$ cat src/rtl/bht_predictor.sv
`default_nettype none
// ============================================================================
// Module   : bht_predictor
// Purpose  : Gshare-style branch history table. Fetch-side prediction is
//            purely combinational; commit-side training updates a saturating
//            counter table, the global history register and the statistics.
// Revision : 1.0 - initial release
// ============================================================================
module bht_predictor #(
   parameter int ENTRIES = 256,
   parameter int CNT_W   = 2,
   parameter int HIST_W  = 8,
   parameter int ADDR_W  = 32
) (
   input  logic                        clk,
   input  logic                        rst,
   input  logic                        rdy,
   input  logic [ADDR_W-1:0]           pc_cur,
   input  logic [31:0]                 ins_cur,
   output logic [ADDR_W-1:0]           pc_pred,
   output logic                        predict_jump,
   output logic [$clog2(ENTRIES)-1:0]  pred_index,
   input  logic                        enable_from_rob,
   input  logic [$clog2(ENTRIES)-1:0]  train_index,
   input  logic                        if_jump,
   input  logic [31:0]                 code,
   input  logic                        train_mispredict,
   output logic [31:0]                 stat_branches,
   output logic [31:0]                 stat_misses
);

   localparam int IDX_W = $clog2(ENTRIES);
   // History register keeps at least one bit so the flop exists when history is disabled.
   localparam int GHR_W = (HIST_W > 0) ? HIST_W : 1;

   localparam logic [6:0]       c_op_branch = 7'b1100011;
   localparam logic [6:0]       c_op_jal    = 7'b1101111;
   localparam logic [CNT_W-1:0] c_cnt_rst   = CNT_W'((1 << (CNT_W - 1)) - 1);
   localparam logic [CNT_W-1:0] c_cnt_max   = {CNT_W{1'b1}};

   logic [CNT_W-1:0]  cnt_q [ENTRIES];
   logic [CNT_W-1:0]  cnt_d [ENTRIES];
   logic [GHR_W-1:0]  ghr_q, ghr_d;
   logic [31:0]       stat_branches_q, stat_branches_d;
   logic [31:0]       stat_misses_q, stat_misses_d;

   logic [IDX_W-1:0]  w_hist_ext;
   logic [IDX_W-1:0]  w_index;
   logic [CNT_W-1:0]  w_cnt_rd;
   logic [CNT_W-1:0]  w_cnt_old;
   logic signed [31:0] w_b_imm;
   logic signed [31:0] w_j_imm;
   logic [ADDR_W-1:0] w_b_ext;
   logic [ADDR_W-1:0] w_j_ext;
   logic              w_train;
   logic              w_unused_code;

   // History contribution to the index; zero when history is disabled.
   generate
      if (HIST_W > 0) begin : g_hist
         assign w_hist_ext = IDX_W'(ghr_q);
      end else begin : g_no_hist
         assign w_hist_ext = '0;
      end
   endgenerate

   assign w_index  = pc_cur[IDX_W+1:2] ^ w_hist_ext;
   assign w_cnt_rd = cnt_q[w_index];

   // Immediates are built at 32 bits and then sign-extended or truncated to ADDR_W.
   assign w_b_imm = {{19{ins_cur[31]}}, ins_cur[31], ins_cur[7], ins_cur[30:25],
                     ins_cur[11:8], 1'b0};
   assign w_j_imm = {{11{ins_cur[31]}}, ins_cur[31], ins_cur[19:12], ins_cur[20],
                     ins_cur[30:21], 1'b0};
   assign w_b_ext = ADDR_W'(w_b_imm);
   assign w_j_ext = ADDR_W'(w_j_imm);

   // Only the opcode field of the committed word matters.
   assign w_unused_code = ^code[31:7];

   assign w_train   = rdy & enable_from_rob & (code[6:0] == c_op_branch);
   assign w_cnt_old = cnt_q[train_index];

   // Fetch-side prediction from the current (pre-update) table contents.
   always_comb begin
      predict_jump = 1'b0;
      pc_pred      = pc_cur + ADDR_W'(4);
      case (ins_cur[6:0])
         c_op_branch: begin
            if (w_cnt_rd[CNT_W-1]) begin
               predict_jump = 1'b1;
               pc_pred      = pc_cur + w_b_ext;
            end
         end
         c_op_jal: begin
            predict_jump = 1'b1;
            pc_pred      = pc_cur + w_j_ext;
         end
         default: ;
      endcase
   end

   assign pred_index    = w_index;
   assign stat_branches = stat_branches_q;
   assign stat_misses   = stat_misses_q;

   // Commit-side training: saturating counter, history shift and statistics.
   always_comb begin
      cnt_d           = cnt_q;
      ghr_d           = ghr_q;
      stat_branches_d = stat_branches_q;
      stat_misses_d   = stat_misses_q;
      if (w_train) begin
         if (if_jump) begin
            if (w_cnt_old != c_cnt_max) begin
               cnt_d[train_index] = w_cnt_old + CNT_W'(1);
            end
         end else begin
            if (w_cnt_old != '0) begin
               cnt_d[train_index] = w_cnt_old - CNT_W'(1);
            end
         end
         ghr_d           = GHR_W'({ghr_q, if_jump});
         stat_branches_d = stat_branches_q + 32'd1;
         if (train_mispredict) begin
            stat_misses_d = stat_misses_q + 32'd1;
         end
      end
   end

   // State registers; reset overrides any training in flight.
   always_ff @(posedge clk or negedge rst) begin
      if (!rst) begin
         for (int i = 0; i < ENTRIES; i++) begin
            cnt_q[i] <= c_cnt_rst;
         end
         ghr_q           <= '0;
         stat_branches_q <= '0;
         stat_misses_q   <= '0;
      end else begin
         cnt_q           <= cnt_d;
         ghr_q           <= ghr_d;
         stat_branches_q <= stat_branches_d;
         stat_misses_q   <= stat_misses_d;
      end
   end

endmodule
`default_nettype wire

$ cat config.mk
export PLATFORM = sky130hd
export DESIGN_NAME = bht_predictor
export DESIGN_NICKNAME = d
export VERILOG_FILES = /design/src/rtl/bht_predictor.sv
export SDC_FILE = /design/constraint.sdc
export NUM_CORES = 2
export LEC_CHECK = 0
export BUFFER_PORTS_ARGS = -buffer_cell sky130_fd_sc_hd__buf_2
export CORE_AREA = 3 3 260 262
export DETAILED_ROUTE_END_ITERATION = 8
export DIE_AREA = 0 0 263 265
export PLACE_DENSITY = 0.65
export SETUP_SLACK_MARGIN = 0.2
export SLEW_MARGIN = 20
export SYNTH_ARGS = -nofsm -noshare
export SYNTH_HDL_FRONTEND = slang
export SYNTH_SLANG_ARGS = --single-unit
$ cat constraint.sdc
create_clock -name clk -period 8.8 [get_ports clk]
set_input_delay 0.88 -clock clk [delete_from_list [all_inputs] [get_ports clk]]
set_output_delay 0.88 -clock clk [all_outputs]
set_load 0.005 [all_outputs]
==> key figures <==
Outcome
  – Status: completed

Die
  – Starting Density: 0.4974
  – Core area: around 0.066 mm2
  – Die area: around 0.070 mm2
  – I/O Pins: roughly 220
  – Die Y: approximately 270 um
  – Die Span X: ~260 um
  – Cell Rows: between 90 and 100

Clock network
  – Clock latency on the worst-skew pair: around 0.64 ns
  – CTS buffer count: 60
  – CTS tree: yes
  – H-tree depth: 2
  – Post-CTS sizing: 0
  – Root Buffer: clkbuf_16
  – Clock-pin slew on the worst setup and hold paths: approximately 0.060 ns
  – Sink Count: 584
  – Post-CTS Setup Bufs: 0
  – # hold bufs at CTS: 0
  – Max clock buf depth: 3

Yosys
  – FF+latch count, synth: approximately 600
  – Mapped Cells: approximately 3,100
  – Predominant post-synthesis flop cell: dfrtp_1
  – Synthesized net count: around 3,200
  – Mean post-synth cell area: between 10 and 15 um2
  – Cell Area, Synth: 0.03264 mm2
  – Sequential area share after synthesis: 0.4575
  – EDFF count, synth: 0
  – Asr flop ratio synth: 1.000
  – Library cells used by synthesis: 82
  – Synth Warn #: 0

Route
  – Via count: ~25,000
  – Met3 WL: 7530 um
  – Average wire per standard cell: 23.55 um
  – First-pass DRT Iterations: 7
  – Routed wl met2: about 45,000 um
  – DRC Markers: 0
  – Detail Route Antenna Nets: 0
  – Via density: a little over 6
  – DRT iter0 DRCs: about 2,300
  – Highest Signal Layer: met5
  – Routed wire length: around 96,000 um
  – M1 wire length: between 30,000 and 40,000 um

Critical path
  – Worst EP arrival: between 5 and 6 ns
  – Max FO, Critical Path: 34
  – CP Class: primary input to output port
  – CP max stage delay: ~0.59 ns
  – R2r setup slk: roughly 3.4 ns
  – CP Data Required Time: between 7 and 8 ns
  – CP max-delay cell: xor2_4
  – Crit-path cells: buf_2, xor2_4, buf_4, mux4_2, a22o_1, a211o_1, a221oi_1, o2111ai_2, nand3_4, and2_4, inv_4, a221oi_1, o21ai_1, buf_2
  – Critical path startpoint category: primary input
  – Critical Path Sink Type: output port

Cells and area
  – Most common cell after layout, fill and taps aside: nand2_1
  – Commonest cells after routing, fill and taps aside: nand2_1, o21ai_0, dfrtp_1
  – Layout cells sized above 1: 0.2997
  – Final #Nets: roughly 3,300
  – P&R area growth vs syn: 11.52%
  – Finished Layout Cells: 4,096

Timing
  – Min Tclk post-route: 6.699 ns
  – Fmax: 149.3 MHz
  – Final Setup Violations: 0
  – Crit share post-route: 0.7612
  – Setup TNS: 0 ns
  – RSZ-0062 raised after global routing: no
  – Worst-margin pin slew: around 1.2 ns
  – Fin Clk Skew: 0.03194 ns
  – Max-slew headroom: 0.2306
  – Final Hold Fails: 0
  – Max Slew Vio Count: 0
  – Final worst slack: between 2 and 2.5 ns

Global routing
  – Antenna violations before repair: 3
  – Grt total ovfl: 0
  – First-pass GRT wire length: about 150,000 um
  – Largest net degree at the start of global routing: about 240
  – Vias in the first global route: approximately 25,000
  – Gr usage total: 0.2728

Pwr
  – Pleak: approximately 15 nW
  – Worst vdd ir: 0.1741 mV
  – Cell Pwr Density: around 160 mW/mm2
  – Sequential Power Share: 0.450
  – Switching power of the nets: around 1.5 mW
  – Clk pwr share: 0.446
  – Net Sw Frac: 0.2543
  – Internal Power: roughly 4.5 mW
  – Combinational share of power: 0.104

Placement
  – DP Cell Count: 3,979
  – Pre-CTS WS: about 2.2 ns
  – GPL Wtd Cong: a little over 0.9
  – Final HPWL from detailed placement: 63,070 um
  – Number of I/O port buffers: ~190

Job
  – Max Cap Viol: 0

Hold path
  – Hold Path Class: primary input to async pin
[worst max-delay path: cells and delay by family]
kind                      cells  cell delay (ns)
and+or+nand+nor               2             0.79
xor gates and xnor gates      1             0.59
AOI/OAI and AO/OA             6             1.88
buffers and inverters         4             1.04
muxes                         1             0.56
[cell usage after synthesis (7+ instances only)]
| cell type | n | area [um2] |
|---|---|---|
| ha_1 | 48 | 600.6 |
| inv_1 | 24 | 90.09 |
| dfrtp_1 | 328 | 8208 |
| and2_1 | 7 | 43.79 |
| buf_6 | 16 | 180.2 |
| a31oi_1 | 12 | 75.07 |
| dfstp_2 | 256 | 6726 |
| nor3_1 | 26 | 130.1 |
| nand2_1 | 572 | 2147 |
| nand2b_1 | 11 | 68.82 |
| nor2_1 | 297 | 1115 |
| and3_1 | 22 | 137.6 |
| xor2_1 | 44 | 385.4 |
| a211oi_1 | 15 | 112.6 |
| clkbuf_1 | 106 | 397.9 |
| o21bai_1 | 9 | 67.56 |
| a21oi_1 | 140 | 700.7 |
| nor2b_1 | 12 | 75.07 |
| o31ai_1 | 7 | 52.55 |
| o22ai_1 | 12 | 75.07 |
| mux2i_1 | 44 | 440.4 |
| o221ai_1 | 9 | 78.83 |
| xnor2_1 | 86 | 753.2 |
| and4_1 | 8 | 70.07 |
| buf_4 | 7 | 52.55 |
| a21o_1 | 24 | 180.2 |
| mux2_2 | 131 | 1475 |
| nand4_1 | 24 | 150.1 |
| buf_1 | 7 | 26.28 |
| mux4_2 | 204 | 4594 |
| nand3_1 | 54 | 270.3 |
| buf_2 | 36 | 180.2 |
| o21ai_0 | 340 | 1702 |
| or3_1 | 9 | 56.30 |
[final timing paths]
check                      cells after the start                             to                     startpoint
min                                            1  stat_branches[26]$_DFFE_PN0P_                            rst
max in group asynchronous                      2         cnt_q[309]$_DFFE_PN0P_                            rst
min in group clk                               1  stat_branches[31]$_DFFE_PN0P_  stat_branches[31]$_DFFE_PN0P_
min reg2reg                                    1  stat_branches[31]$_DFFE_PN0P_  stat_branches[31]$_DFFE_PN0P_
max reg2reg                                   15          cnt_q[65]$_DFFE_PN0P_         cnt_q[257]$_DFFE_PN0P_
max                                           14                     pc_pred[6]                      pc_cur[2]
[cells by family (layout without fill, tap and decap cells)]
family | count (synthesis) | after routing | share of synthesized area
and+or+nand+nor | 1053 | 1053 | 0.1341
adders and majority gates | 50 | 50 | 0.01963
muxes | 385 | 385 | 0.2043
DFF | 584 | 584 | 0.4575
buffers and inverters | 206 | 377 | 0.03166
other | 0 | 2 | 0
AOI/OAI and AO/OA | 649 | 649 | 0.1166
xor gates and xnor gates | 132 | 132 | 0.03622
[area by class of cell]
type / count / area, um2
Inverter: 29 / 116.4
Fill cell: 5561 / 29230
Tap cell: 864 / 1081
Antenna cell: 2 / 5.005
Multi-Input combinational cell: 2269 / 16770
Sequential cell: 584 / 14930
Clock inverter: 21 / 274.0
Clock buffer: 93 / 1797
Timing Repair Buffer: 234 / 1424
[per-stage QoR]
step / hold WS (ns) / area [um2] / power [mW] / utilization
floorplan: 0.4560 / 32640 / 3.118 / -
global placement: 0.4590 / 34300 / 3.344 / 0.5226
detailed placement: 0.4610 / 34300 / 3.351 / 0.5226
CTS: 0.3359 / 36370 / 6.018 / 0.5541
global route: 0.3782 / 36400 / 6.189 / 0.5547
finish: 0.3178 / 36400 / 5.986 / 0.5547
[metal layers]
layer,vias up,global-route usage
li1,11270,-
met1,12750,0.3708
met2,1072,0.4391
met3,243,0.04455
met4,2,0.1147
met5,-,0
[power groups by stage]
stage	Clock [mW]	Sequential (mW)	Combinational [mW]
after floorplan	0	2.74	0.378
after global placement	0	2.74	0.604
after detailed placement	0	2.74	0.611
after CTS	2.71	2.70	0.614
after global routing	2.83	2.69	0.666
final	2.67	2.70	0.620
No activity file was read; power rests on OpenSTA's default activity.
